`config.mk`:
```
export PLATFORM = sky130hd
export DESIGN_NAME = snoop_bus_ctrl_flat
export DESIGN_NICKNAME = d
export VERILOG_FILES = /design/src/rtl/snoop_bus_ctrl_pkg.sv /design/src/rtl/snoop_bus_ctrl_if.sv /design/src/rtl/snoop_bus_ctrl_rr_arbiter.sv /design/src/rtl/snoop_bus_ctrl.sv /design/src/flat_wrapper.sv
export SDC_FILE = /design/constraint.sdc
export NUM_CORES = 1
export LEC_CHECK = 0
export BUFFER_PORTS_ARGS = -buffer_cell sky130_fd_sc_hd__buf_2
export CAP_MARGIN = 20
export CELL_PAD_IN_SITES_DETAIL_PLACEMENT = 1
export CELL_PAD_IN_SITES_GLOBAL_PLACEMENT = 1
export CORE_MARGIN = 2
export CORE_UTILIZATION = 38
export CTS_BUF_LIST = sky130_fd_sc_hd__clkbuf_8
export CTS_CLUSTER_DIAMETER = 150
export DETAILED_ROUTE_END_ITERATION = 16
export PLACE_DENSITY = 0.95
export SLEW_MARGIN = 20
export SYNTH_ARGS = -nofsm -noshare
export SYNTH_HDL_FRONTEND = slang
export SYNTH_SLANG_ARGS = --single-unit
```
`constraint.sdc`:
```
create_clock -name clk -period 4.39 [get_ports clk]
set_input_delay 0.878 -clock clk [delete_from_list [all_inputs] [get_ports clk]]
set_output_delay 0.878 -clock clk [all_outputs]
set_load 0.05 [all_outputs]
```
`src/rtl/snoop_bus_ctrl_pkg.sv`:
```
// snoop_bus_ctrl_pkg: shared bus messages, op codes, error codes and FSM states
package snoop_bus_ctrl_pkg;
  localparam int BLOCKADDRBIT = 8;
  localparam int WORDSIZE = 8;
  localparam int BLOCKBYTE = 4;
  localparam int LINEW = WORDSIZE * BLOCKBYTE;
  localparam int ERRWIDTH = 2;
  localparam logic [3:0] MSG_NOTHING = 4'd0;
  localparam logic [3:0] MSG_READMISS = 4'd1;
  localparam logic [3:0] MSG_WRITEMISS = 4'd2;
  localparam logic [3:0] I_HAVE_DATA = 4'd3;
  localparam logic RD = 1'b0;
  localparam logic WT = 1'b1;
  localparam logic [ERRWIDTH-1:0] NOERR = 2'd0;
  localparam logic [ERRWIDTH-1:0] BUS_ACTION_ERR = 2'd1;
  localparam logic [ERRWIDTH-1:0] ERR_MEM_TIMEOUT = 2'd2;
  typedef enum logic [1:0] {OP_RDMISS = 2'd0, OP_WRMISS = 2'd1, OP_WB = 2'd2, OP_RSVD = 2'd3} op_e;
  typedef enum logic [2:0] {IDLE, BCAST, SNOOP, MEM_RD, MEM_WR, DONE, ERROR} state_e;
endpackage

```
`src/rtl/snoop_bus_ctrl_if.sv`:
```
// snoop_bus_ctrl_if: request, snoop and memory signals between the sequencer and its caches/memory
interface snoop_bus_ctrl_if import snoop_bus_ctrl_pkg::*; #(parameter int NREQ = 2);
  logic [NREQ-1:0] req, gnt, ack;
  logic [2*NREQ-1:0] reqOp;
  logic [NREQ*BLOCKADDRBIT-1:0] reqAddr;
  logic [NREQ*LINEW-1:0] reqData, snoopInValue;
  logic [4*NREQ-1:0] snoopInAction;
  logic [LINEW-1:0] respData, memDataOut, memDataIn;
  logic [3:0] snoopOutAction;
  logic [BLOCKADDRBIT-1:0] snoopOutAddr, memBlockAddr;
  logic memReq, memRW, memAvailable;
  logic [ERRWIDTH-1:0] errFlag;
  modport master (
    input req, reqOp, reqAddr, reqData, snoopInAction, snoopInValue, memDataIn, memAvailable,
    output gnt, ack, respData, snoopOutAction, snoopOutAddr, memReq, memRW, memBlockAddr, memDataOut, errFlag
  );
  modport slave (
    output req, reqOp, reqAddr, reqData, snoopInAction, snoopInValue, memDataIn, memAvailable,
    input gnt, ack, respData, snoopOutAction, snoopOutAddr, memReq, memRW, memBlockAddr, memDataOut, errFlag
  );
endinterface

```
`src/rtl/snoop_bus_ctrl_rr_arbiter.sv`:
```
// rr_arbiter: one-hot pick of the first requester at or after the pointer
module rr_arbiter #(
  parameter int NREQ = 2,
  localparam int PW = $clog2(NREQ)
) (
  input  logic [NREQ-1:0] req,
  input  logic [PW-1:0]   ptr,
  output logic [NREQ-1:0] win
);
  int k;
  always_comb begin
    win = '0;
    k = 0;
    for (int i = NREQ - 1; i >= 0; i--) begin
      k = (int'(ptr) + i) % NREQ;
      if (req[k[PW-1:0]]) begin
        win = '0;
        win[k[PW-1:0]] = 1'b1;
      end
    end
  end
endmodule

```
`src/rtl/snoop_bus_ctrl.sv`:
```
// snoop_bus_ctrl: round-robin sequencer for the shared snoop bus and single-ported memory
module snoop_bus_ctrl import snoop_bus_ctrl_pkg::*; #(
  parameter int NREQ = 2,
  parameter int MEM_TIMEOUT = 255
) (
  input logic clk,
  input logic reset,
  snoop_bus_ctrl_if.master bus
);
  localparam int PW = $clog2(NREQ);
  state_e state;
  logic [PW-1:0] ptr, gidx, widx;
  logic [NREQ-1:0] win;
  logic [BLOCKADDRBIT-1:0] addr, waddr;
  logic [LINEW-1:0] wdata, hval;
  logic [7:0] tmo;
  logic [2:0] hits;
  logic [1:0] wop;
  logic go_err;
  logic [ERRWIDTH-1:0] err_code;
  rr_arbiter #(.NREQ(NREQ)) u_arb (.req(bus.req), .ptr(ptr), .win(win));
  always_comb begin
    widx = '0;
    for (int i = 0; i < NREQ; i++) if (win[i]) widx = PW'(i);
    wop = bus.reqOp[2*widx +: 2];
    waddr = bus.reqAddr[widx*BLOCKADDRBIT +: BLOCKADDRBIT];
    wdata = bus.reqData[widx*LINEW +: LINEW];
  end
  // the granted cache's own snoop answer never counts as an owner
  always_comb begin
    hits = '0;
    hval = '0;
    for (int i = 0; i < NREQ; i++)
      if (PW'(i) != gidx && bus.snoopInAction[4*i +: 4] == I_HAVE_DATA) begin
        hits = hits + 3'd1;
        hval = bus.snoopInValue[i*LINEW +: LINEW];
      end
  end
  always_comb begin
    go_err = (state == IDLE && |bus.req && wop == OP_RSVD) || (state == SNOOP && hits > 3'd1) ||
             ((state == MEM_RD || state == MEM_WR) && !bus.memAvailable && tmo == 8'(MEM_TIMEOUT - 1));
    err_code = (state == MEM_RD || state == MEM_WR) ? ERR_MEM_TIMEOUT : BUS_ACTION_ERR;
  end
  always_ff @(posedge clk or negedge reset) begin
    if (!reset) begin
      state <= IDLE;
      ptr <= '0;
      gidx <= '0;
      addr <= '0;
      tmo <= '0;
      bus.gnt <= '0;
      bus.ack <= '0;
      bus.respData <= '0;
      bus.snoopOutAction <= MSG_NOTHING;
      bus.snoopOutAddr <= '0;
      bus.memReq <= 1'b0;
      bus.memRW <= RD;
      bus.memBlockAddr <= '0;
      bus.memDataOut <= '0;
      bus.errFlag <= NOERR;
    end else begin
      case (state)
        IDLE: begin
          tmo <= '0;
          if (|bus.req) begin
            gidx <= widx;
            bus.gnt <= win;
            addr <= waddr;
            if (wop == OP_WB) begin
              state <= MEM_WR;
              bus.memReq <= 1'b1;
              bus.memRW <= WT;
              bus.memBlockAddr <= waddr;
              bus.memDataOut <= wdata;
              bus.respData <= '0;
            end else begin
              state <= BCAST;
              bus.snoopOutAction <= (wop == OP_RDMISS) ? MSG_READMISS : MSG_WRITEMISS;
              bus.snoopOutAddr <= waddr;
            end
          end
        end
        BCAST: begin
          bus.snoopOutAction <= MSG_NOTHING;
          bus.snoopOutAddr <= '0;
          state <= SNOOP;
        end
        SNOOP: begin
          bus.memReq <= 1'b1;
          bus.memBlockAddr <= addr;
          bus.memRW <= (hits == 3'd1) ? WT : RD;
          bus.memDataOut <= (hits == 3'd1) ? hval : '0;
          bus.respData <= (hits == 3'd1) ? hval : '0;
          state <= (hits == 3'd1) ? MEM_WR : MEM_RD;
        end
        MEM_RD, MEM_WR: begin
          if (bus.memAvailable) begin
            bus.memReq <= 1'b0;
            bus.memRW <= RD;
            bus.memBlockAddr <= '0;
            bus.memDataOut <= '0;
            bus.ack <= bus.gnt;
            if (state == MEM_RD) bus.respData <= bus.memDataIn;
            state <= DONE;
          end else tmo <= tmo + 8'd1;
        end
        DONE: begin
          bus.ack <= '0;
          bus.gnt <= '0;
          bus.respData <= '0;
          ptr <= (gidx == PW'(NREQ - 1)) ? '0 : gidx + 1'b1;
          state <= IDLE;
        end
        default: ;
      endcase
      // any fault parks the block with every output at its idle value except errFlag
      if (go_err) begin
        state <= ERROR;
        bus.errFlag <= err_code;
        bus.gnt <= '0;
        bus.ack <= '0;
        bus.respData <= '0;
        bus.snoopOutAction <= MSG_NOTHING;
        bus.snoopOutAddr <= '0;
        bus.memReq <= 1'b0;
        bus.memRW <= RD;
        bus.memBlockAddr <= '0;
        bus.memDataOut <= '0;
      end
    end
  end
endmodule
```
`src/flat_wrapper.sv`:
```
// flat-port wrapper written by rule: the top's interface ports become plain ports
module snoop_bus_ctrl_flat import snoop_bus_ctrl_pkg::*;
#(
  parameter int NREQ = 2,
  parameter int MEM_TIMEOUT = 255
)
  (clk, reset, bus_req, bus_reqOp, bus_reqAddr, bus_reqData, bus_snoopInAction, bus_snoopInValue, bus_memDataIn, bus_memAvailable, bus_gnt, bus_ack, bus_respData, bus_snoopOutAction, bus_snoopOutAddr, bus_memReq, bus_memRW, bus_memBlockAddr, bus_memDataOut, bus_errFlag);
  snoop_bus_ctrl_if #(.NREQ(NREQ)) bus_i ();
  input logic clk;
  input logic reset;
  input wire logic [$bits(bus_i.req)-1:0] bus_req;
  input wire logic [$bits(bus_i.reqOp)-1:0] bus_reqOp;
  input wire logic [$bits(bus_i.reqAddr)-1:0] bus_reqAddr;
  input wire logic [$bits(bus_i.reqData)-1:0] bus_reqData;
  input wire logic [$bits(bus_i.snoopInAction)-1:0] bus_snoopInAction;
  input wire logic [$bits(bus_i.snoopInValue)-1:0] bus_snoopInValue;
  input wire logic [$bits(bus_i.memDataIn)-1:0] bus_memDataIn;
  input wire logic [$bits(bus_i.memAvailable)-1:0] bus_memAvailable;
  output wire logic [$bits(bus_i.gnt)-1:0] bus_gnt;
  output wire logic [$bits(bus_i.ack)-1:0] bus_ack;
  output wire logic [$bits(bus_i.respData)-1:0] bus_respData;
  output wire logic [$bits(bus_i.snoopOutAction)-1:0] bus_snoopOutAction;
  output wire logic [$bits(bus_i.snoopOutAddr)-1:0] bus_snoopOutAddr;
  output wire logic [$bits(bus_i.memReq)-1:0] bus_memReq;
  output wire logic [$bits(bus_i.memRW)-1:0] bus_memRW;
  output wire logic [$bits(bus_i.memBlockAddr)-1:0] bus_memBlockAddr;
  output wire logic [$bits(bus_i.memDataOut)-1:0] bus_memDataOut;
  output wire logic [$bits(bus_i.errFlag)-1:0] bus_errFlag;
  assign bus_i.req = bus_req;
  assign bus_i.reqOp = bus_reqOp;
  assign bus_i.reqAddr = bus_reqAddr;
  assign bus_i.reqData = bus_reqData;
  assign bus_i.snoopInAction = bus_snoopInAction;
  assign bus_i.snoopInValue = bus_snoopInValue;
  assign bus_i.memDataIn = bus_memDataIn;
  assign bus_i.memAvailable = bus_memAvailable;
  assign bus_gnt = bus_i.gnt;
  assign bus_ack = bus_i.ack;
  assign bus_respData = bus_i.respData;
  assign bus_snoopOutAction = bus_i.snoopOutAction;
  assign bus_snoopOutAddr = bus_i.snoopOutAddr;
  assign bus_memReq = bus_i.memReq;
  assign bus_memRW = bus_i.memRW;
  assign bus_memBlockAddr = bus_i.memBlockAddr;
  assign bus_memDataOut = bus_i.memDataOut;
  assign bus_errFlag = bus_i.errFlag;
  snoop_bus_ctrl #(.NREQ(NREQ), .MEM_TIMEOUT(MEM_TIMEOUT)) u_core (.clk(clk), .reset(reset), .bus(bus_i));
endmodule
```
==> key figures, run 1 <==
Run status
  – Run status: complete, no violations

CTS
  – Clock root buffer: sky130_fd_sc_hd__clkbuf_8
  – Max H-tree Level: 3
  – Maximum root-to-sink buffer count: 2
  – Clock tree from TritonCTS: done
  – Clock latency on the worst-skew pair: 0.38 ns
  – Post-CTS resize count: 0
  – Clk sink count: 111
  – Number of clock buffers inserted by TritonCTS: 9
  – Cts hold-fix bufs: 0
  – Post-CTS setup-driven buffer insertion count: 0
  – Clk pin slew, worst setup/hold paths: 0.10 ns

Pwr
  – Leakage power figure: 3.67 nW
  – Maximum vdd ir drop: 425 µV
  – Areal power density over the cells: 715 nW/µm²
  – Overall power: 0.00542 W

Synthesis
  – Total standard cell area after synthesis: 5800 µm²
  – Ranking of synthesized cells by area: sky130_fd_sc_hd__dfrtp_1 48%, sky130_fd_sc_hd__a222oi_1 11%, sky130_fd_sc_hd__o2bb2ai_1 11%
  – Yosys cell types: 55
  – EDFF count, synth: 0
  – Leading area contributor after synthesis: sky130_fd_sc_hd__dfrtp_1
  – Synth async-reset ratio: 100%
  – Register bit count reported by yosys: 111
  – Commonest cells post-synth: 111 x sky130_fd_sc_hd__dfrtp_1, 73 x sky130_fd_sc_hd__o2bb2ai_1, 64 x sky130_fd_sc_hd__a222oi_1, 33 x sky130_fd_sc_hd__mux2_2, 33 x sky130_fd_sc_hd__nand2_1
  – Predominant post-synthesis flop cell: sky130_fd_sc_hd__dfrtp_1
  – Number of warnings issued by yosys: 0
  – Most frequently used cell type in the post-synthesis netlist: sky130_fd_sc_hd__dfrtp_1
  – Synth top area share: 47.9%
  – Number of instances in the synthesized netlist: 511
  – Post-Synthesis Mean Instance Area: 11.3 µm²
  – Sequential-to-total area share from yosys stat: 47.9%

Cells and area
  – Multi-input logic area: 2820 µm²
  – Layout area overhead: 30.8%
  – Final Instance Area: 7580 µm²
  – Total number of nets in the final design: 962
  – Fill cell count: 1724
  – Sequential cell area: 2780 µm²
  – Share of post-route cells with drive strength above 1: 45.9%

Timing
  – Final setup fails: 0
  – Post-layout min period: 3.01 ns
  – Final count of pins violating max slew: 0
  – Max transition margin: 35.9%
  – Final Hold Viols: 0
  – Final critical-path share of the clock period: 68.5%
  – Worst Skew: 0.00628 ns
  – Setup repair after global routing missed its margin: no
  – Transition time at the pin with the least slew margin: 0.958 ns
  – Achievable frequency: 332 MHz
  – Worst slack on hold paths: 0.493 ns
  – Aggregate negative setup slack: 0 ns

Die
  – Die Y: 128 µm
  – Number of cell rows: 45
  – Die Footprint: 16300 µm²
  – Initial core utilization: 38.6%
  – Area of the core: 15000 µm²
  – Number of top-level design ports: 285
  – Die extent in x: 128 µm

Route
  – DRC: 0
  – DRT antenna net count: 0
  – First drt pass iteration count: 8
  – Via Count: 5977
  – Routed wire length: 22200 µm
  – Average via count per standard cell: 6.22
  – Post-detailed-route wirelength per cell: 23.1 µm
  – Iteration-0 DRC count of the detailed router: 733

Global routing
  – Number of antenna violations at the first check in global routing: 1
  – Wire length of the first global-routing pass: 33200 µm
  – Maximum number of pins on one net before global-route repair: 80
  – Grt ovf: 0
  – Global router's overall resource usage: 26.2%
  – Number of global-route vias before repair: 5934

Hold path
  – Min-Delay Path Class: register to register
  – Hold Path Origin: u_core.bus.respData[23]

Worst setup path
  – Worst-path maximum fanout: 64
  – Crit path DAT: 3.30 ns
  – Data required time at the worst endpoint: 4.68 ns
  – CP Capture Type: register
  – Critical Path Start Type: register
  – First element of the critical path: u_core.state[1]
  – Worst setup path class: register to register
  – Startpoint of the worst register-to-register path: u_core.state[1]

Placed design
  – Detail Placement HPWL: 16400 µm
  – Count of input and output buffers: 282
  – Placed Instance Area: 7370 µm²
  – Final GP Congestion: 0.860

Job
  – Number of maximum-capacitance constraint violations: 0
## critical path, stage by stage, from the launching register on
cell                        delay (ns)
sky130_fd_sc_hd__dfrtp_1          0.58
sky130_fd_sc_hd__clkinv_1         0.37
sky130_fd_sc_hd__nor3_2           0.67
sky130_fd_sc_hd__and3_4           0.77
sky130_fd_sc_hd__a222oi_1         0.25
sky130_fd_sc_hd__o2bb2ai_1        0.24
## state kept, by name, indices dropped and copies added (netlist names), 3 cells and up
name,count
u_core.addr,8
u_core.bus.memBlockAddr,8
u_core.bus.memDataOut,32
u_core.bus.respData,32
u_core.bus.snoopOutAddr,8
u_core.state,3
u_core.tmo,8
## cell families (layout without fill, tap and decap cells)
group	count (synthesis)	in the layout	share of synthesized area (%)
flip-flops	111	111	47.9
AND/OR/NAND/NOR	86	86	7.64
multiplexers	45	45	8.48
XOR/XNOR	6	6	0.906
adder cells (fa/ha/maj)	2	2	0.431
other	1	3	0.0647
AO/OA/AOI/OAI	205	205	30.5
buffers and inverters	55	315	4.08
## metrics by stage
stage,std cells,setup slack (ns),utilization [%]
finish,961,1.38,50.5
floorplan,512,1.84,-
CTS,960,1.07,50.4
detailed placement,944,1.07,49.0
global placement,943,1.14,48.9
global route,961,1.19,50.5
## per-layer routing
layer / GRT usage, % / up-vias / wire [µm] / share of wire, %
met4: 7.56 / 0 / 425 / 1.9
met1: 33.1 / 2991 / 8850 / 40
li1: - / 2598 / - / -
met2: 46.0 / 357 / 11100 / 50
met5: 0 / - / 0 / 0
met3: 4.44 / 31 / 1770 / 8.0
## cell type report
class / count / share of cell area (%)
Clock buffer: 11 / 2.00
Tap cell: 188 / 3.10
Clock inverter: 5 / 0.759
Multi-Input combinational cell: 346 / 37.1
Antenna cell: 1 / 0.0330
Timing Repair Buffer: 295 / 20.1
Sequential cell: 111 / 36.6
Inverter: 4 / 0.198
## worst paths after layout
check	cells after the start	slack, ns	to
min	1	0.49	u_core.bus.respData[23]
max in group asynchronous	2	2.91	u_core.bus.respData[11]
max	5	1.38	u_core.bus.memDataOut[31]
max reg2reg	5	1.38	u_core.bus.memDataOut[31]
min in group asynchronous	1	0.51	u_core.bus.snoopOutAction[1]
min reg2reg	1	0.49	u_core.bus.respData[23]
## power breakdown
part	internal [W]	leakage (nW)	switching, W
sequential	0.00137	1.46	0.000282
clock	0.000295	0.103	0.000359
combinational	0.000906	2.11	0.00221
total	0.00257	3.67	0.00285
## cell usage in the layout (no fill, tap or decap), drive strengths merged, types with 3 or more instances in the layout
cell type | Yosys | routed
a211oi | 3 | 3
xor2 | 4 | 4
nor3 | 4 | 4
a21oi | 7 | 7
nand4 | 4 | 4
dfrtp | 111 | 111
a32oi | 4 | 4
inv | 3 | 4
o21ai | 28 | 28
nand3 | 3 | 3
a22o | 9 | 9
nand2 | 33 | 33
a222oi | 64 | 64
mux2i | 12 | 12
mux2 | 33 | 33
nor2 | 18 | 18
clkbuf | 32 | 11
buf | 19 | 295
nor2b | 5 | 5
o2bb2ai | 73 | 73
and3 | 4 | 4
No activity file was read; power rests on OpenSTA's default activity.
==> inputs of run 2 (changes only) <==
Settings changed: ABC_AREA set to 1, CORE_UTILIZATION 38 to 34, PLACE_DENSITY 0.95 to 0.9.
Clock period 4.39 ns to 3.1 ns, I/O delays scaled along.
==> key figures, run 2 <==
Route
  – Iteration-0 DRC count of the detailed router: 308 (-58%)
  – DRC: 0 (unchanged)
  – DRT antenna net count: 0 (unchanged)
  – Average via count per standard cell: 5.12 (-18%)
  – Post-detailed-route wirelength per cell: 17.9 µm (-22%)
  – Routed wire length: 26000 µm (+17%)
  – First drt pass iteration count: 4 (-4)
  – Via Count: 7449 (+25%)

Worst setup path
  – CP Cell Sequence: nor2_4 > nand2_4 > nor2_4 > nand3_2 > nand2_4 > nor2_1 > nor2_4 > nand2_2 > buf_12 > nand2_1 > nand2_1
  – Worst setup path class: register to register
  – Delay contributed by the slowest stage of the critical path: 0.48 ns (-0.29 ns)
  – Count of buffering cells on the critical path with inverters included: 1 (unchanged)
  – Standard cell with the maximum stage delay on the critical path: sky130_fd_sc_hd__dfrtp_1
  – CP Capture Type: register
  – Crit path DAT: 2.69 ns (-0.61 ns)
  – Data required time at the worst endpoint: 3.38 ns (-1.30 ns)
  – Worst-path maximum fanout: 25 (-61%)
  – Kind of cell adding the most delay to the critical path: simple AND/OR/NAND/NOR gates
  – Critical Path Start Type: register
  – Most prevalent standard cell on the critical path: sky130_fd_sc_hd__nor2_4

Pwr
  – Maximum vdd ir drop: 751 µV (+77%)
  – Leakage power figure: 4.62 nW (+26%)
  – Part of the total power dissipated in combinational logic: 66.7% (+9.2 points)
  – Proportion of power drawn by flip-flops and latches: 24.9% (-5.5 points)
  – Psw: 0.00583 W (+100%)
  – Areal power density over the cells: 1170 nW/µm² (+63%)
  – Relative contribution of the clock network to total power: 8.4% (-3.7 points)
  – Share of total power consumed by net switching: 59.3% (+6.7 points)
  – Cell Int Power: 0.00400 W (+56%)

Synthesis
  – Commonest cells post-synth: 334 x sky130_fd_sc_hd__nand2_1, 122 x sky130_fd_sc_hd__nand3_1, 111 x sky130_fd_sc_hd__dfrtp_1, 69 x sky130_fd_sc_hd__a21oi_1, 52 x sky130_fd_sc_hd__inv_1
  – Ranking of synthesized cells by area: sky130_fd_sc_hd__dfrtp_1 42%, sky130_fd_sc_hd__nand2_1 19%, sky130_fd_sc_hd__nand3_1 9.3%
  – Synth top area share: 42.2% (-5.7 points)
  – Leading area contributor after synthesis: sky130_fd_sc_hd__dfrtp_1
  – Number of instances in the synthesized netlist: 936 (+83%)
  – Yosys cell types: 29 (-47%)
  – Most frequently used cell type in the post-synthesis netlist: sky130_fd_sc_hd__nand2_1
  – Post-Synthesis Mean Instance Area: 7.03 µm² (-38%)
  – Predominant post-synthesis flop cell: sky130_fd_sc_hd__dfrtp_1
  – Number of warnings issued by yosys: 0 (unchanged)
  – Synth async-reset ratio: 100% (unchanged)
  – EDFF count, synth: 0 (unchanged)
  – Register bit count reported by yosys: 111 (unchanged)
  – Total standard cell area after synthesis: 6580 µm² (+13%)
  – Sequential-to-total area share from yosys stat: 42.2% (-5.7 points)

Timing
  – Achievable frequency: 415 MHz (+25%)
  – Worst Skew: 0.0168 ns (+0.0106 ns)
  – Aggregate negative setup slack: 0 ns (unchanged)
  – Final critical-path share of the clock period: 77.8% (+9.3 points)
  – PnR worst setup slack: 0.688 ns (-0.695 ns)
  – Final count of pins violating max slew: 0 (unchanged)
  – Final Hold Viols: 0 (unchanged)
  – Transition time at the pin with the least slew margin: 0.639 ns (-0.318 ns)
  – Final setup fails: 0 (unchanged)
  – Post-layout min period: 2.41 ns (-0.595 ns)
  – Setup repair after global routing missed its margin: no
  – Max transition margin: 57.3% (+21 points)

CTS
  – Post-CTS setup-driven buffer insertion count: 0 (unchanged)
  – Max H-tree Level: 3 (unchanged)
  – Clock tree from TritonCTS: done
  – Clock latency on the worst-skew pair: 0.39 ns (about the same)
  – Clk sink count: 111 (unchanged)
  – Clock root buffer: sky130_fd_sc_hd__clkbuf_8
  – Cts hold-fix bufs: 0 (unchanged)
  – Number of clock buffers inserted by TritonCTS: 9 (unchanged)
  – Post-CTS resize count: 0 (unchanged)
  – Clk pin slew, worst setup/hold paths: 0.11 ns (about the same)
  – Maximum root-to-sink buffer count: 2 (unchanged)

Cells and area
  – Share of post-route cells with drive strength above 1: 31.0% (-15 points)
  – Final Instance Area: 8410 µm² (+11%)
  – Post-Layout Cell Count: 1454 (+51%)
  – Total number of nets in the final design: 1383 (+44%)
  – Most common library cell in the layout ignoring fill and taps: sky130_fd_sc_hd__nand2_1
  – Regs by FF count: u_core.bus.memDataOut (32), u_core.bus.respData (32)
  – Highest-count cells in the layout ignoring fill and taps: 332 x sky130_fd_sc_hd__nand2_1, 281 x sky130_fd_sc_hd__buf_2, 122 x sky130_fd_sc_hd__nand3_1, 111 x sky130_fd_sc_hd__dfrtp_1, 69 x sky130_fd_sc_hd__a21oi_1
  – Layout area overhead: 27.9%
  – Fill cell count: 2502 (+45%)

Placed design
  – Final GP Congestion: 0.834 (-3.1%)
  – Detail Placement HPWL: 19300 µm (+17%)
  – Placed cells: 1437 (+52%)
  – Count of input and output buffers: 282 (unchanged)
  – Placed Instance Area: 8240 µm² (+12%)
  – Post-placement worst setup slack: 0.587 ns (-0.482 ns)

Global routing
  – Global router's overall resource usage: 25.2% (-0.91 points)
  – Maximum number of pins on one net before global-route repair: 44 (-45%)
  – Number of global-route vias before repair: 7782 (+31%)
  – Met3 capacity usage during global routing: 4.83% (+0.39 points)
  – Global-route track usage on met1: 30.0% (-3.2 points)
  – Most used routing layer: met2
  – Wire length of the first global-routing pass: 40300 µm (+21%)
  – Fraction of met2 tracks used by global routing: 44.5% (-1.5 points)
  – Number of antenna violations at the first check in global routing: 2 (+1)
  – Grt ovf: 0 (unchanged)

Die
  – Initial core utilization: 34.9% (-3.7 points)
  – Die Y: 143 µm (+12%)
  – Die Footprint: 20500 µm² (+26%)
  – Number of top-level design ports: 285 (unchanged)
  – Number of cell rows: 50 (+11%)
  – Area of the core: 18800 µm² (+25%)
  – Die extent in x: 143 µm (+12%)

Hold path
  – Min-Delay Path Class: input port to asynchronous set/reset pin

Run status
  – Run status: complete, no violations

Job
  – Number of maximum-capacitance constraint violations: 0 (unchanged)
## run 2: changes by cell type after synthesis, moves of 12 or more
cell                        change
sky130_fd_sc_hd__o2bb2ai_1     -73
sky130_fd_sc_hd__mux2_2        -33
sky130_fd_sc_hd__or2_2         +32
sky130_fd_sc_hd__o21ai_0       +16
sky130_fd_sc_hd__a21oi_1       +62
sky130_fd_sc_hd__nand3_1      +119
sky130_fd_sc_hd__mux2i_1       -12
sky130_fd_sc_hd__inv_1         +49
sky130_fd_sc_hd__a222oi_1      -64
sky130_fd_sc_hd__nor2_1        +13
sky130_fd_sc_hd__o211ai_1      +31
sky130_fd_sc_hd__nand2_1      +301
## run 2: through the flow
| stage | power (W) | utilization, % | hold slack (ns) |
|---|---|---|---|
| finish | 0.00983 | 44.7 | 0.224 |
| global route | 0.0105 | 44.7 | 0.249 |
| CTS | 0.00989 | 44.7 | 0.224 |
| detailed placement | 0.00904 | 43.7 | 0.455 |
| global placement | 0.00884 | 43.7 | 0.450 |
| floorplan | 0.00713 | - | 0.324 |
## run 2: final timing paths
check                           slack, ns  cells past startpoint                    endpoint                    start
worst max-delay path                 0.69                     11  u_core.bus.memBlockAddr[5]          u_core.state[2]
worst min-delay path                 0.22                      1                  u_core.ptr                    reset
worst max register to register       0.69                     11  u_core.bus.memBlockAddr[5]          u_core.state[2]
worst min register to register       0.48                      2     u_core.bus.respData[20]  u_core.bus.respData[20]
max in group asynchronous            2.21                      2     u_core.bus.respData[12]                    reset
min in group clk                     0.48                      2     u_core.bus.respData[20]  u_core.bus.respData[20]
## run 2: cells by family after synthesis
| logic type | synth area share, % |
|---|---|
| other cells | 0.0570 |
| buf+inv | 7.90 |
| fa+ha+maj | 0.380 |
| xor+xnor | 0.133 |
| compound gates | 13.9 |
| flops | 42.2 |
| simple gates | 35.4 |
## run 2: power groups by stage
stage,Combinational (W),Clock [W],Sequential [W]
after floorplan,0.00299,0,0.00413
after global placement,0.00638,0,0.00246
after detailed placement,0.00658,0,0.00247
after CTS,0.00659,0.000851,0.00245
after global routing,0.00711,0.000894,0.00252
final,0.00655,0.000822,0.00245
## run 2: cell type report
type,count,area [µm²],share of cell area [%]
sequential,111,2780,33.0
tap,260,325,3.87
inverter,58,218,2.59
timing repair buffer,304,1600,19.1
antenna,2,5.00,0.0595
multi-input combinational,704,3310,39.4
clock inverter,6,46.3,0.550
clock buffer,9,124,1.47
## run 2: worst register-to-register path: cells and delay by family (launching register included)
kind / cells / cell delay, ns
and+or+nand+nor: 10 / 1.54
DFF: 1 / 0.48
buffers and inverters: 1 / 0.28
## run 2: layer usage
metal  wire length, µm  share of wire, %  vias up
li1                  -                 -     3554
met4               754               2.9        0
met5                 0                 0        -
met1             10800                41     3597
met3              1640               6.3       47
met2             12900                49      251
==> inputs of run 3 (changes only) <==
Settings changed: CORE_UTILIZATION 34 to 30, PLACE_DENSITY 0.9 to 0.85.
Clock period 3.1 ns to 2.2 ns, I/O delays scaled along.
==> key figures, run 3 (synthesis results as in run 2) <==
Cells and area
  – Share of post-route cells with drive strength above 1: 32.5% (+1.5 points)
  – Post-Layout Cell Count: 1495 (+2.8%)
  – Total number of nets in the final design: 1403 (+1.4%)
  – Regs by FF count: u_core.bus.memDataOut (32), u_core.bus.respData (32)
  – Layout Utilization: 41.0% (-3.7 points)
  – Most common library cell in the layout ignoring fill and taps: sky130_fd_sc_hd__nand2_1
  – Highest-count cells in the layout ignoring fill and taps: 330 x sky130_fd_sc_hd__nand2_1, 281 x sky130_fd_sc_hd__buf_2, 122 x sky130_fd_sc_hd__nand3_1, 110 x sky130_fd_sc_hd__dfrtp_1, 69 x sky130_fd_sc_hd__a21oi_1
  – Layout area overhead: 35.2%

Timing
  – Achievable frequency: 480 MHz (+16%)
  – Final count of pins violating max slew: 0 (unchanged)
  – Worst slack on hold paths: 0.398 ns (+0.174 ns)
  – Final Hold Viols: 0 (unchanged)
  – Final critical-path share of the clock period: 94.8% (+17 points)
  – Final setup fails: 0 (unchanged)
  – Worst Skew: 0.0174 ns (+0.000570 ns)
  – Post-layout min period: 2.09 ns (-0.327 ns)

CTS
  – Clk sink count: 111 (unchanged)
  – Maximum root-to-sink buffer count: 2 (unchanged)
  – Clk pin slew, worst setup/hold paths: 0.12 ns (about the same)
  – Number of clock buffers inserted by TritonCTS: 9 (unchanged)
  – Clock root buffer: sky130_fd_sc_hd__clkbuf_8
  – Max H-tree Level: 3 (unchanged)
  – Clock latency on the worst-skew pair: 0.39 ns (about the same)
  – Clock tree from TritonCTS: done

Worst setup path
  – Data required time at the worst endpoint: 2.48 ns (-0.90 ns)
  – Reg2Reg Capture Point: u_core.bus.respData[2]
  – Crit path DAT: 2.36 ns (-0.33 ns)
  – CP Capture Type: register
  – Worst Reg2Reg Path Length in Cells: 13 (+2)
  – Worst-path maximum fanout: 12 (-52%)
  – Critical Path Start Type: register
  – Most prevalent standard cell on the critical path: sky130_fd_sc_hd__nand2_1
  – Worst setup path class: register to register
  – Kind of cell adding the most delay to the critical path: simple AND/OR/NAND/NOR gates
  – Reg-to-reg setup timing slack: 0.11 ns (-0.57 ns)
  – Delay contributed by the slowest stage of the critical path: 0.45 ns (-0.03 ns)
  – Startpoint of the worst register-to-register path: u_core.state[1]
  – Count of buffering cells on the critical path with inverters included: 4 (+3)
  – CP Cell Sequence: inv_1 > nand3_1 > nand2_2 > nand4_1 > buf_4 > nand2_8 > nor2_1 > nor2_4 > buf_12 > nand2_4 > buf_6 > nand2_1 > nand2_1
  – Standard cell with the maximum stage delay on the critical path: sky130_fd_sc_hd__dfrtp_1

Route
  – Routed wire length: 26600 µm (+2.1%)
  – Post-detailed-route wirelength per cell: 17.8 µm (-0.71%)
  – Iteration-0 DRC count of the detailed router: 335 (+8.8%)
  – DRT antenna net count: 0 (unchanged)
  – Average via count per standard cell: 4.98 (-2.7%)
  – Via Count: 7452 (+0.040%)
  – First drt pass iteration count: 4 (unchanged)
  – DRC: 0 (unchanged)

Global routing
  – Maximum number of pins on one net before global-route repair: 51 (+16%)
  – Number of global-route vias before repair: 7600 (-2.3%)
  – Wire length of the first global-routing pass: 41400 µm (+2.7%)
  – Number of antenna violations at the first check in global routing: 2 (unchanged)
  – Global router's overall resource usage: 22.2% (-3.0 points)
  – Grt ovf: 0 (unchanged)

Job
  – Number of maximum-capacitance constraint violations: 0 (unchanged)

Die
  – Die Y: 152 µm (+6.3%)
  – Number of top-level design ports: 285 (unchanged)
  – Die extent in x: 152 µm (+6.3%)
  – Initial core utilization: 30.3% (-4.6 points)
  – Number of cell rows: 54 (+8.0%)
  – Area of the core: 21700 µm² (+15%)
  – Die Footprint: 23100 µm² (+13%)

Hold path
  – Hold path cells: 5
  – Hold Path Origin: bus_reqAddr[10]
  – Min-Delay Path Class: input port to register
  – Endpoint of the worst hold-timing path: u_core.addr[2]

Placed design
  – Detail Placement HPWL: 19500 µm (+1.0%)
  – Count of input and output buffers: 282 (unchanged)
  – Final GP Congestion: 0.843 (+1.1%)
  – Placed cells: 1469 (+2.2%)

Pwr
  – Leakage power figure: 4.83 nW (+4.5%)
  – Maximum vdd ir drop: 809 µV (+7.7%)
  – Areal power density over the cells: 1690 nW/µm² (+44%)

Run status
  – Run status: complete, no violations
## run 3: cell types whose count changed in the layout (fill, tap and decap cells not counted), sizes merged, moves of 2 or more
cell and change:
clkinv -2, buf +16, clkbuf +4, inv +2
## run 3: where the power goes
part           switching [W]  internal (W)  total, W
clock network       0.000787      0.000577   0.00136
logic                0.00718       0.00301    0.0102
registers           0.000502       0.00293   0.00343
## run 3: layout make-up
cell class | count | area [µm²]
antenna | 2 | 5.00
clock buffer | 10 | 138
clock inverter | 6 | 75.1
fill | 2797 | 12800
inverter | 58 | 218
multi-input combinational | 704 | 3340
sequential | 111 | 2780
tap | 280 | 350
timing repair buffer | 324 | 1990
## run 3: worst max-delay path by stage
| stage | to | startpoint | cells after the start | slack, ns |
|---|---|---|---|---|
| 5_1_grt | u_core.bus.memDataOut[15] | u_core.state[1] | 13 | -0.01 |
| 6_report | u_core.bus.respData[2] | u_core.state[1] | 13 | 0.11 |
| 3_3_place_gp | u_core.bus.respData[6] | bus_req[0] | 12 | 0.14 |
| 2_1_floorplan | u_core.bus.memBlockAddr[2] | u_core.tmo[0] | 12 | 0.40 |
| 3_5_place_dp | u_core.bus.respData[2] | bus_req[0] | 12 | -0.03 |
| 4_1_cts | u_core.bus.respData[2] | u_core.tmo[0] | 12 | 0.005 |
## run 3: through the flow
step | instance area, µm² | power (W) | setup TNS (ns) | worst slack, ns
4_1_cts | 8710 | 0.0147 | 0 | 0.00540
3_3_place_gp | 8490 | 0.0129 | 0 | 0.142
3_5_place_dp | 8490 | 0.0132 | -0.0575 | -0.0261
5_1_grt | 8890 | 0.0161 | -0.0510 | -0.0141
2_1_floorplan | 6580 | 0.0100 | 0 | 0.398
6_report | 8890 | 0.0150 | 0 | 0.115
## run 3: timing repair
action	CTS	global route
hold buffers	1	0
pin swaps	0	4
endpoints found under the hold margin	14	0
endpoints found under the setup margin	10	84
gates cloned	0	3
resized for setup	1	14
setup buffers	0	4
## run 3: worst min-delay path, stage by stage
cell and delay, ns:
sky130_fd_sc_hd__buf_2 0.07, sky130_fd_sc_hd__nand2_1 0.04, sky130_fd_sc_hd__nand2_1 0.10, sky130_fd_sc_hd__nand2_1 0.06, sky130_fd_sc_hd__nand2_1 0.05
## run 3: per-layer routing
metal	vias to the layer above	global-route usage (%)	share of wire [%]
li1	3594	-	-
met1	3622	28.2	44
met2	204	38.6	49
met3	32	4.88	5.1
met4	0	5.03	1.9
met5	-	0	0
